File: src/rtl/dmem_arb_pkg.sv
// Shared constants for the data-memory arbiter: RISC-V width codes, FSM states, port ids.
package dmem_arb_pkg;

  localparam logic [2:0] F3_B  = 3'b000;
  localparam logic [2:0] F3_H  = 3'b001;
  localparam logic [2:0] F3_W  = 3'b010;
  localparam logic [2:0] F3_BU = 3'b100;
  localparam logic [2:0] F3_HU = 3'b101;

  typedef enum logic {
    RR   = 1'b0,
    LOCK = 1'b1
  } arb_state_e;

  localparam logic PORT0 = 1'b0;
  localparam logic PORT1 = 1'b1;

endpackage

File: src/rtl/dmem_access_check.sv
// Combinational legality/alignment check for one memory access.
// Zero latency; a fault means the access must not reach memory.
module dmem_access_check
  import dmem_arb_pkg::*;
(
  input  logic       we_i,
  input  logic [2:0] func3_i,
  input  logic [1:0] addr_lo_i,
  output logic       fault_o
);

  logic illegal;
  logic misaligned;

  always_comb begin
    illegal    = 1'b0;
    misaligned = 1'b0;
    case (func3_i)
      F3_B:  illegal = 1'b0;
      F3_H:  misaligned = addr_lo_i[0];
      F3_W:  misaligned = |addr_lo_i;
      // Unsigned widths only exist for loads.
      F3_BU: illegal = we_i;
      F3_HU: begin
        illegal    = we_i;
        misaligned = addr_lo_i[0];
      end
      default: illegal = 1'b1;
    endcase
    fault_o = illegal | misaligned;
  end

endmodule

File: src/rtl/dmem_arbiter.sv
// Two-port round-robin arbiter with bounded port-1 burst lock in front of a single-port data memory.
// Grant is combinational; responses are registered and pulse one cycle after the grant. Requesters hold until granted.
module dmem_arbiter
  import dmem_arb_pkg::*;
#(
  parameter int unsigned MAX_LOCK = 8
) (
  input  logic        clk,
  input  logic        rst,
  input  logic        r0_req,
  input  logic [31:0] r0_addr,
  input  logic [31:0] r0_wdata,
  input  logic        r0_we,
  input  logic [2:0]  r0_func3,
  output logic        r0_gnt,
  output logic        r0_rvalid,
  output logic [31:0] r0_rdata,
  output logic        r0_err,
  input  logic        r1_req,
  input  logic [31:0] r1_addr,
  input  logic [31:0] r1_wdata,
  input  logic        r1_we,
  input  logic [2:0]  r1_func3,
  input  logic        r1_lock,
  output logic        r1_gnt,
  output logic        r1_rvalid,
  output logic [31:0] r1_rdata,
  output logic        r1_err,
  output logic [31:0] mem_address,
  output logic [31:0] mem_write_data,
  output logic        mem_write,
  output logic        mem_read,
  output logic [2:0]  mem_func3,
  input  logic [31:0] mem_read_data
);

  localparam int unsigned CW = (MAX_LOCK < 2) ? 1 : $clog2(MAX_LOCK + 1);
  localparam logic [CW-1:0] CNT_MAX = CW'(MAX_LOCK);
  localparam logic [CW-1:0] CNT_ONE = CW'(1);

  arb_state_e    state_q, state_d;
  logic          last_gnt_q, last_gnt_d;
  logic [CW-1:0] lock_cnt_q, lock_cnt_d;

  logic          gnt_vld;
  logic          sel;
  logic          win_we;
  logic [31:0]   win_addr;
  logic          fault;

  logic          rsp_vld_q;
  logic          rsp_port_q;
  logic          rsp_err_q;
  logic [31:0]   rsp_dat_q;

  always_comb begin
    gnt_vld = 1'b0;
    sel     = PORT0;
    if (!rst) begin
      if (state_q == LOCK && r1_req) begin
        gnt_vld = 1'b1;
        sel     = PORT1;
      end else if (r0_req && r1_req) begin
        gnt_vld = 1'b1;
        sel     = ~last_gnt_q;
      end else if (r0_req) begin
        gnt_vld = 1'b1;
        sel     = PORT0;
      end else if (r1_req) begin
        gnt_vld = 1'b1;
        sel     = PORT1;
      end
    end
  end

  always_comb begin
    state_d    = state_q;
    last_gnt_d = last_gnt_q;
    lock_cnt_d = lock_cnt_q;
    if (gnt_vld) begin
      last_gnt_d = sel;
    end
    case (state_q)
      RR: begin
        if (gnt_vld && sel == PORT1 && r1_lock && (MAX_LOCK > 1)) begin
          state_d    = LOCK;
          lock_cnt_d = CNT_ONE;
        end
      end
      LOCK: begin
        if (!r1_req) begin
          state_d = RR;
        end else begin
          // Port 1 is always granted here; count saturates rather than wraps.
          lock_cnt_d = (lock_cnt_q == CNT_MAX) ? lock_cnt_q : lock_cnt_q + CNT_ONE;
          if (!r1_lock || lock_cnt_d == CNT_MAX) begin
            state_d = RR;
          end
        end
      end
      default: state_d = RR;
    endcase
  end

  assign win_addr       = sel ? r1_addr : r0_addr;
  assign win_we         = sel ? r1_we : r0_we;
  assign mem_address    = win_addr;
  assign mem_write_data = sel ? r1_wdata : r0_wdata;
  assign mem_func3      = sel ? r1_func3 : r0_func3;

  dmem_access_check u_check (
    .we_i      (win_we),
    .func3_i   (mem_func3),
    .addr_lo_i (win_addr[1:0]),
    .fault_o   (fault)
  );

  assign mem_write = gnt_vld & win_we & ~fault;
  assign mem_read  = gnt_vld & ~win_we & ~fault;
  assign r0_gnt    = gnt_vld & (sel == PORT0);
  assign r1_gnt    = gnt_vld & (sel == PORT1);

  always_ff @(posedge clk) begin
    if (rst) begin
      state_q    <= RR;
      last_gnt_q <= PORT1;
      lock_cnt_q <= '0;
      rsp_vld_q  <= 1'b0;
      rsp_port_q <= PORT0;
      rsp_err_q  <= 1'b0;
      rsp_dat_q  <= '0;
    end else begin
      state_q    <= state_d;
      last_gnt_q <= last_gnt_d;
      lock_cnt_q <= lock_cnt_d;
      rsp_vld_q  <= gnt_vld;
      rsp_port_q <= sel;
      rsp_err_q  <= gnt_vld & fault;
      rsp_dat_q  <= mem_read ? mem_read_data : '0;
    end
  end

  assign r0_rvalid = rsp_vld_q & (rsp_port_q == PORT0);
  assign r1_rvalid = rsp_vld_q & (rsp_port_q == PORT1);
  assign r0_rdata  = r0_rvalid ? rsp_dat_q : '0;
  assign r1_rdata  = r1_rvalid ? rsp_dat_q : '0;
  assign r0_err    = r0_rvalid & rsp_err_q;
  assign r1_err    = r1_rvalid & rsp_err_q;

endmodule

File: config.mk
export PLATFORM = sky130hd
export DESIGN_NAME = dmem_arbiter
export DESIGN_NICKNAME = d
export VERILOG_FILES = /design/src/rtl/dmem_arb_pkg.sv /design/src/rtl/dmem_access_check.sv /design/src/rtl/dmem_arbiter.sv
export SDC_FILE = /design/constraint.sdc
export NUM_CORES = 1
export LEC_CHECK = 0
export ABC_AREA = 1
export BUFFER_PORTS_ARGS = -buffer_cell sky130_fd_sc_hd__buf_2
export CORE_AREA = 2 2 120 122
export CTS_CLUSTER_DIAMETER = 40
export DETAILED_ROUTE_END_ITERATION = 16
export DIE_AREA = 0 0 122 124
export HOLD_SLACK_MARGIN = 0.12
export SETUP_SLACK_MARGIN = 0.5
export SLEW_MARGIN = 20
export SYNTH_ARGS = -nofsm -noshare
export SYNTH_HDL_FRONTEND = slang
export SYNTH_SLANG_ARGS = --single-unit
File: constraint.sdc
create_clock -name clk -period 4.1 [get_ports clk]
set_input_delay 0.41 -clock clk [delete_from_list [all_inputs] [get_ports clk]]
set_output_delay 0.41 -clock clk [all_outputs]
set_load 0.03 [all_outputs]
Yosys cells after proc, flatten, opt, wreduce, memory -nomap -nowiden
Index checks and enable logic that the tools add are counted.
- bits in registers: 41
- $add $sub $neg: 1
- equality and inequality tests: 8
- multiplexer cells: 25
- bitwise gates (word level): 19
- reduce and logical (&&, ||, !) cells: 13
- operator list (cell ; number):
    2-to-1 mux 32 bit ; 4
    2-to-1 mux 1 bit ; 13
    2-to-1 mux 4 bit ; 3
    bitwise AND 1 bit ; 11
    equality test 4 bit, second input constant ; 2
    one-hot mux 4 bit (2 select lines) ; 1
    OR reduction 2 bit ; 4
    NOT 1 bit ; 7
    equality test 3 bit, second input constant ; 2
    one-hot mux 1 bit (2 select lines) ; 3
    adder 4 x 1 -> 4 bit, second input constant ; 1
    logical AND 1 bit ; 4
    != test 2 bit, second input constant ; 2
    equality test 3 x 1 -> 1 bit, second input constant ; 1
    equality test 3 x 2 -> 1 bit, second input constant ; 1
    logical NOT 3 bit ; 1
    2-to-1 mux 3 bit ; 1
    OR reduction 3 bit ; 1
    AND reduction 2 bit ; 1
    logical NOT 1 bit ; 1
    logical OR 1 bit ; 1
    bitwise OR 1 bit ; 1

Depth between registers and ports, before layout
Gate-level depths: netlist of run 1.
- word-level depth: 14
- mapped depth: 12
- gate-level depth less buffers: 10

Hierarchy
From an unflattened synthesis of run 1, not the netlist that was laid out.
- cell total of the unflattened synthesis: 505
- area, all modules: 2706.3 um^2
- modules (own cells, without submodules) (module ; instances ; cells each ; area each (um^2) ; sequential area each (um^2)):
    dmem_arbiter ; 1 ; 496 ; 2671.3 ; 820.8
    dmem_access_check ; 1 ; 9 ; 35.0 ; 0.0

Least setup slack after synthesis of run 1
Ideal clock, no wire load.
- path type: input port to output port
- start: input r0_req
- end: output mem_write
- data arrival time: 1758 ps
- required time: 3690 ps
- path slack: 1932 ps
- stages: 9
- cells stage by stage: nand3_1 > nand2_2 > buf_6 > inv_2 > nand2_1 > nand2_1 > nand2_2 > nand2_1 > nor2_1
- word-level cells in the longest chain between the ends: 11
- elaborated cells on any way between the ends: 27
- classes of those cells: eq/ne (4); mux (13); bitwise (4); reduce/logical (6)
- RTL lines (item ; line ; RTL):
    from (decl) ; dmem_arbiter.sv:10 ; input logic r0_req,
    2-to-1 mux 1 bit / logical AND 1 bit (equally long branches) ; dmem_arbiter.sv:66, dmem_arbiter.sv:63 ;
    2-to-1 mux 1 bit * ; dmem_arbiter.sv:63 ; end else if (r0_req && r1_req) begin
    2-to-1 mux 1 bit * ; dmem_arbiter.sv:60 ; if (state_q == LOCK && r1_req) begin
    2-to-1 mux 1 bit * ; dmem_arbiter.sv:59 ; if (!rst) begin
    2-to-1 mux 3 bit * ; dmem_arbiter.sv:109 ; assign mem_func3 = sel ? r1_func3 : r0_func3;
    net mem_func3[2] ; dmem_arbiter.sv:33 ; output logic [2:0] mem_func3,
    equality test 3 x 1 -> 1 bit (tied with other cells) ; dmem_access_check.sv:18 ; case (func3_i)
    OR reduction 3 bit (no line) / OR reduction 2 bit (equally long branches) ; n/a ;
    one-hot mux 1 bit (2 select lines) ; dmem_access_check.sv:18 ;
    bitwise OR 1 bit * ; dmem_access_check.sv:30 ; fault_o = illegal | misaligned;
    NOT 1 bit * ; dmem_arbiter.sv:118 ; assign mem_write = gnt_vld & win_we & ~fault;
    bitwise AND 1 bit * ; dmem_arbiter.sv:118 ;
    to (decl) ; dmem_arbiter.sv:31 ; output logic mem_write,
Mark *: on every way through the listed nets, which the timed path passes. The rest lies on a longest branch.

Worst setup path after layout of run 1
- start: register state_q
- end: output mem_read
- word-level cells in the longest chain between the ends: 10
- elaborated cells on any way between the ends: 24
- classes of those cells: eq/ne (4); mux (9); bitwise (5); reduce/logical (6)
- RTL lines (item ; line ; RTL):
    from (decl) ; dmem_arbiter.sv:41 ; arb_state_e state_q, state_d;
    from (signal assigned) ; dmem_arbiter.sv:133 ; state_q <= state_d;
    logical AND 1 bit * ; dmem_arbiter.sv:60 ;
    2-to-1 mux 1 bit ; dmem_arbiter.sv:60 ;
    2-to-1 mux 1 bit ; dmem_arbiter.sv:59 ;
    2-to-1 mux 3 bit ; dmem_arbiter.sv:109 ;
    equality test 3 x 1 -> 1 bit (tied with other cells) ; dmem_access_check.sv:18 ;
    OR reduction 3 bit (no line) / OR reduction 2 bit (equally long branches) ; n/a ;
    one-hot mux 1 bit (2 select lines) ; dmem_access_check.sv:18 ;
    bitwise OR 1 bit ; dmem_access_check.sv:30 ;
    NOT 1 bit ; dmem_arbiter.sv:119 ; assign mem_read = gnt_vld & ~win_we & ~fault;
    bitwise AND 1 bit * ; dmem_arbiter.sv:119 ;
    to (decl) ; dmem_arbiter.sv:32 ; output logic mem_read,
Mark *: on every way between the ends. The rest lies on a longest branch, timed or not.

==> summary.txt, run 1 <==
Worst setup path
  – Startpoint types: flop
  – First element of the critical path: state_q
  – Crit. End Element: primary output
  – R2R depth: 10
  – Worst stage delay on the critical path: about 0.4 ns
  – Arr. time, crit path: between 2 and 2.5 ns
  – Critical path data required time: 3.69 ns
  – R2r startpoint: state_q
  – Type of the setup path with the least slack: flop to primary output
  – Critical Path Fanout Max: 33
  – Cell type of the slowest stage on the worst timing path: sky130_fd_sc_hd__nand2_2
  – Cell-by-cell trace of the critical path: inv_1, nand3_1, nand2_2, nand2_1, o21ai_2, inv_1, nor2_4, nand3_4, inv_1, buf_2
  – CP dominant cell by count: sky130_fd_sc_hd__inv_1

Pwr
  – Areal power density over the cells: 269 mW/mm²
  – Total leakage power: between 2 and 3 nW
  – Part of the total power dissipated in combinational logic: 0.342
  – Fraction of power consumed by sequential logic: 0.333
  – Reported net switching power: between 0.0004 and 0.0005 W
  – Switching part of the total power: 0.358
  – Clk network pwr share: 0.324
  – Internal cell power: slightly below 0.0008 W
  – Worst IR Drop VDD: ~0.00015 V

Logic synthesis
  – Flops & latches, synth: 41
  – Cell types with the largest area share after synthesis: sky130_fd_sc_hd__dfxtp_1, sky130_fd_sc_hd__nand2_1, sky130_fd_sc_hd__nor2_1
  – Number of distinct library cells after synthesis: 22
  – Most area-hungry cell type in the Yosys netlist: sky130_fd_sc_hd__dfxtp_1
  – Mean instance size in the synthesized netlist: about 5.4 µm²
  – Synth Instances: roughly 510
  – Area share of the largest cell type after synthesis: 0.296
  – Proportion of synthesized chip area in sequential cells: 0.296
  – Syn nets: slightly below 700
  – Netlist Area Pre-Place: around 0.0028 mm²
  – Synthesis warning total: 0

Timing
  – Worst relative slew slack: 0.362
  – Number of hold violations in the final report: 0
  – Worst-margin pin slew: ~0.96 ns
  – Clock tree skew after final layout: between 0.008 and 0.009 ns
  – Post-Route Setup TNS: 0 ns
  – Count of final max-slew check failures: 0
  – Fmax: approximately 360 MHz
  – Portion of the clock cycle consumed by the worst path in the final layout: 0.687
  – Min cycle time layout: 2.82 ns
  – Setup repair after global routing missed its margin: no
  – Setup violations, final: 0

Clock tree
  – Post-CTS resize count: 0
  – CTS sink cnt: between 40 and 50
  – Clock tree root driver cell: sky130_fd_sc_hd__clkbuf_16
  – Number of buffers inserted by post-CTS setup repair: 0
  – Clock tree from TritonCTS: built
  – Number of H-tree branching levels: 2
  – Clock Pin Slew Worst Setup and Hold Paths: roughly 0.060 ns
  – Max Root-Sink Buffers: 2
  – Number of CTS-inserted buffers: 5
  – Post-cts hold buffer count: 0
  – Clock latency of the later-clocked register in the worst-skew pair: about 0.28 ns

Route
  – Count of antenna-violating nets left after detailed routing: 0
  – Drt initial violations: around 150
  – Detailed-routing iteration count for the pre-antenna-repair pass: 4
  – DRC errors left: 0
  – Routed via count: roughly 3800
  – Post-detailed-routing wire length: between 10000 and 15000 µm
  – Vias/cell: approximately 3.9
  – Drt wl/cell: ~12 µm

Floorplanning
  – Row count: 43
  – Initial Util: 0.202
  – I/O pin cnt: roughly 310
  – Die width: 122 µm
  – Y dimension of the die: between 100 and 150 µm
  – Floorplan core area: ~0.014 mm²
  – Die area: roughly 0.015 mm²

Global routing
  – M2 GR Usage: 0.302
  – Pin count of the biggest net entering global routing: between 60 and 70
  – Met3 demand-to-capacity share in global routing: 0.0357
  – Met1 routing resource usage after global routing: 0.152
  – Vias in the first global route: ~3400
  – GR Util All Layers: 0.149
  – Number of antenna violations at the first check in global routing: 4
  – Total overflow reported by the global router: 0
  – Global-route wire length before repair: about 17000 µm
  – Layer carrying the most global-route usage: met2

Min path
  – Origin of the worst min-delay path: mem_read_data[16]
  – Hold Path Depth: 3
  – Path class of the lowest-slack min-delay path: input pin to flop

Place
  – Port bufs: 311
  – Total half-perimeter wirelength after legalization and detailed placement: a little over 10000 µm
  – Placed cell count: 982
  – Routability congestion estimate: approximately 0.85

Final layout
  – Fraction of layout cells with a size suffix above 1: 0.427
  – Post-layout net count: approximately 980
  – Number of standard cells in the final layout excluding fillers: a little under 1000
  – Syn-to-layout area delta: 66.0%

Run status
  – Result of the run: completed

Flow run
  – Max-cap violations: 0
## per-stage QoR
stage,area (µm²),utilization,hold slack (ns),power [W],worst slack (ns)
after floorplan,2770,-,0.430,0.000681,1.93
after global placement,4450,0.324,0.466,0.000848,1.45
after detailed placement,4450,0.324,0.467,0.000848,1.38
after CTS,4600,0.335,0.333,0.00126,1.21
after global routing,4600,0.336,0.338,0.00131,1.01
final,4610,0.336,0.340,0.00124,1.28
## power by group through the flow
| stage | sequential [W] | clock (W) | combinational (W) |
|---|---|---|---|
| floorplan | 0.000421 | 0 | 0.000260 |
| global placement | 0.000421 | 0 | 0.000427 |
| detailed placement | 0.000422 | 0 | 0.000427 |
| CTS | 0.000413 | 0.000417 | 0.000428 |
| global route | 0.000414 | 0.000430 | 0.000463 |
| finish | 0.000413 | 0.000401 | 0.000424 |
## kinds of logic (layout without fill, tap and decap cells)
kind of cell    Yosys count  after routing  synth area share
simple gates            342            342             0.495
buf+inv                 113            412             0.170
flops                    41             41             0.296
compound gates           10             10            0.0208
xor+xnor                  3              3           0.00947
fa+ha+maj                 2              2           0.00902
other cells               0              2                 0
## cells in the mapped netlist (all sizes together)
library cell	instances
inv	89
nand2	222
dfxtp	41
or2	1
ha	2
o21ai	4
nand3b	2
nand3	9
nor2	108
xnor2	1
buf	21
clkbuf	3
xor2	2
a21oi	6
## path summary, 6_finish.rpt
kind                        end  slack [ns]
hold reg to reg      last_gnt_q        0.48
setup reg to reg  lock_cnt_q[1]        1.90
hold / removal    rsp_dat_q[16]        0.34
setup / recovery       mem_read        1.28
## registers in the layout, indices dropped and copies added (netlist names)
signal,count
rsp_dat_q,32
lock_cnt_q,4
last_gnt_q,1
rsp_err_q,1
rsp_port_q,1
rsp_vld_q,1
state_q,1
## layout by cell type (no fill, tap or decap), types with 4 or more instances in the layout
master / instances
sky130_fd_sc_hd__nor2_1: 94
sky130_fd_sc_hd__nor2_2: 12
sky130_fd_sc_hd__buf_2: 311
sky130_fd_sc_hd__inv_1: 88
sky130_fd_sc_hd__nand2_1: 218
sky130_fd_sc_hd__buf_4: 4
sky130_fd_sc_hd__nand2_2: 4
sky130_fd_sc_hd__nand3_1: 8
sky130_fd_sc_hd__a21oi_1: 6
sky130_fd_sc_hd__clkbuf_16: 5
sky130_fd_sc_hd__dfxtp_1: 41
## final cells by class
type | instances | area [µm²]
tap | 180 | 225
sequential | 41 | 821
inverter | 89 | 334
timing repair buffer | 315 | 1590
clock inverter | 2 | 13.8
multi-input combinational | 357 | 1480
antenna | 2 | 5.00
fill | 1560 | 9110
clock buffer | 6 | 139
## worst max-delay path, delay by kind of cell, from the launching register on
kind                   cells  cell delay [ns]
and+or+nand+nor            5             1.17
buffers and inverters      4             0.53
DFF                        1             0.31
AOI/OAI and AO/OA          1             0.09
## metal layers
layer / vias up / part of all wire
li1: 2044 / -
met1: 1597 / 0.38
met2: 185 / 0.52
met3: 14 / 0.083
met4: 4 / 0.013
met5: - / 0.0022
No activity file was read; power rests on OpenSTA's default activity.
==> run 2, diff against run 1 <==
==> constraint.sdc (replaced) <==
create_clock -name clk -period 2.8 [get_ports clk]
set_input_delay 0.28 -clock clk [delete_from_list [all_inputs] [get_ports clk]]
set_output_delay 0.28 -clock clk [all_outputs]
set_load 0.03 [all_outputs]
==> summary.txt, run 2 (same netlist as run 1, synthesis figures left out) <==
Run status
  – Result of the run: completed

Timing
  – Setup violations, final: 0
  – Worst relative slew slack: 0.327
  – Fmax: just under 500 MHz
  – Worst-margin pin slew: about 1 ns
  – Post-Route Setup TNS: 0 ns
  – Number of hold violations in the final report: 0
  – Setup repair after global routing missed its margin: no
  – Count of final max-slew check failures: 0
  – Portion of the clock cycle consumed by the worst path in the final layout: 0.742
  – Clock tree skew after final layout: 0.00483 ns
  – Final-layout worst hold slack: 0.212 ns
  – Min cycle time layout: 2.08 ns

Flow run
  – Max-cap violations: 0

Route
  – Detailed-routing iteration count for the pre-antenna-repair pass: 4
  – Drt wl/cell: approximately 12 µm
  – Vias/cell: just under 4
  – DRC errors left: 0
  – Post-detailed-routing wire length: ~12000 µm
  – Drt initial violations: between 100 and 150
  – Routed via count: 3907
  – Count of antenna-violating nets left after detailed routing: 0

Clock tree
  – Number of CTS-inserted buffers: 5
  – Max Root-Sink Buffers: 2
  – Clock Pin Slew Worst Setup and Hold Paths: 0.06 ns
  – Post-cts hold buffer count: 0
  – Number of H-tree branching levels: 2
  – Clock tree from TritonCTS: built
  – Clock latency of the later-clocked register in the worst-skew pair: ~0.28 ns
  – CTS sink cnt: ~40
  – Clock tree root driver cell: sky130_fd_sc_hd__clkbuf_16

Global routing
  – Vias in the first global route: 3488
  – GR Util All Layers: 0.153
  – Met1 routing resource usage after global routing: 0.160
  – M2 GR Usage: 0.300
  – Layer carrying the most global-route usage: met2
  – Number of antenna violations at the first check in global routing: 6
  – Global-route wire length before repair: ~18000 µm
  – Pin count of the biggest net entering global routing: 64
  – Total overflow reported by the global router: 0
  – Met3 demand-to-capacity share in global routing: 0.0270

Min path
  – Path class of the lowest-slack min-delay path: input pin to flop

Final layout
  – Register ranked first by flip-flop count: rsp_dat_q
  – Syn-to-layout area delta: 68.1%
  – Max FFs per register: 32
  – Fraction of layout cells with a size suffix above 1: 0.430
  – Area of the multi-input gates: around 0.0015 mm²
  – FF+latch area: 821 µm²
  – Post-layout net count: 986
  – Filler cells: 1588
  – Commonest non-fill, non-tap cell in the layout: sky130_fd_sc_hd__buf_2
  – Commonest non-fill, non-tap cells in the layout: sky130_fd_sc_hd__buf_2, sky130_fd_sc_hd__nand2_1, sky130_fd_sc_hd__nor2_1, sky130_fd_sc_hd__inv_1, sky130_fd_sc_hd__dfxtp_1
  – Largest regs: rsp_dat_q: 32 flops, lock_cnt_q: 4 flops

Worst setup path
  – Arr. time, crit path: around 1.8 ns
  – Critical Path Fanout Max: 8
  – Crit. End Element: primary output
  – Critical path data required time: between 2 and 3 ns
  – Type of the setup path with the least slack: flop to primary output
  – CP endpoint: mem_read
  – R2R depth: 11
  – Setup slack of the worst register-to-register path: 1.00 ns
  – Critical register-to-register path endpoint: rsp_dat_q[30]
  – R2r startpoint: state_q
  – Startpoint types: flop
  – First element of the critical path: state_q

Floorplanning
  – Y dimension of the die: around 120 µm
  – Die width: between 100 and 150 µm
  – Die area: 0.0151 mm²
  – I/O pin cnt: between 300 and 400
  – Row count: 43
  – Floorplan core area: between 0.01 and 0.015 mm²
  – Initial Util: 0.202

Pwr
  – Total leakage power: just under 3 nW
  – Areal power density over the cells: 389 mW/mm²
  – Worst IR Drop VDD: ~0.00023 V

Place
  – Total half-perimeter wirelength after legalization and detailed placement: roughly 10000 µm
  – Port bufs: about 310
  – Routability congestion estimate: 0.843
-- run 2: cell types whose count changed in the layout (fill, tap and decap cells not counted) --
cell                      before  now
sky130_fd_sc_hd__buf_12        0    2
sky130_fd_sc_hd__diode_2       2    4
sky130_fd_sc_hd__nand3_2       0    1
sky130_fd_sc_hd__buf_4         4    2
sky130_fd_sc_hd__nand2_4       0    2
sky130_fd_sc_hd__nand3_1       8    7
-- run 2: power breakdown --
part	total, W	internal [W]	switching [W]
logic	0.000631	0.000215	0.000416
registers	0.000604	0.000599	0.00000516
clock network	0.000577	0.000354	0.000223
total	0.00181	0.00117	0.000644
-- run 2: layout make-up --
class,instances,share of cell area
multi-input cells,359,0.324
well taps,180,0.0483
repair buffers,315,0.346
clock buffers,6,0.0298
inverters,89,0.0716
flip-flops and latches,41,0.176
clock inverters,2,0.00295
diodes,4,0.00215
-- run 2: worst min path at each step --
stage / startpoint / endpoint / slack, ns / cells past startpoint
final: mem_read_data[19] / rsp_dat_q[19] / 0.21 / 3
after global routing: mem_read_data[18] / rsp_dat_q[18] / 0.20 / 3
after CTS: mem_read_data[19] / rsp_dat_q[19] / 0.20 / 3
after detailed placement: last_gnt_q / last_gnt_q / 0.45 / 2
after global placement: last_gnt_q / last_gnt_q / 0.45 / 2
after floorplan: rst / lock_cnt_q[0] / 0.35 / 1
-- run 2: timing repair --
action,4_1_cts,5_1_grt
resized for setup,1,2
setup endpoints to repair,64,65
buffers inserted,0,0
cloned,0,2
pin swaps,0,1
-- run 2: per-layer routing --
| metal | wire (µm) | vias to the layer above |
|---|---|---|
| met5 | 13 | - |
| met4 | 255 | 2 |
| met3 | 853 | 13 |
| met2 | 6390 | 192 |
| met1 | 4730 | 1650 |
| li1 | - | 2050 |
-- run 2: stage by stage --
stage / area [µm²] / util / setup slack, ns / total power, W / std cells
final: 4660 / 0.340 / 0.724 / 0.00181 / 996
after global routing: 4660 / 0.340 / 0.529 / 0.00193 / 996
after CTS: 4630 / 0.338 / 0.534 / 0.00184 / 990
after detailed placement: 4470 / 0.326 / 0.626 / 0.00125 / 982
after global placement: 4470 / 0.326 / 0.687 / 0.00125 / 982
after floorplan: 2770 / - / 0.830 / 0.000997 / 511
-- run 2: worst max-delay path, stage by stage, from the launching register on --
cell and delay, ns:
sky130_fd_sc_hd__dfxtp_1 0.31, sky130_fd_sc_hd__inv_1 0.08, sky130_fd_sc_hd__nand3_2 0.21, sky130_fd_sc_hd__nand2_4 0.19
sky130_fd_sc_hd__nand2_1 0.07, sky130_fd_sc_hd__o21ai_2 0.08, sky130_fd_sc_hd__nand2_1 0.09, sky130_fd_sc_hd__nand2_2 0.11
sky130_fd_sc_hd__nand3_4 0.12, sky130_fd_sc_hd__inv_1 0.06, sky130_fd_sc_hd__buf_2 0.19
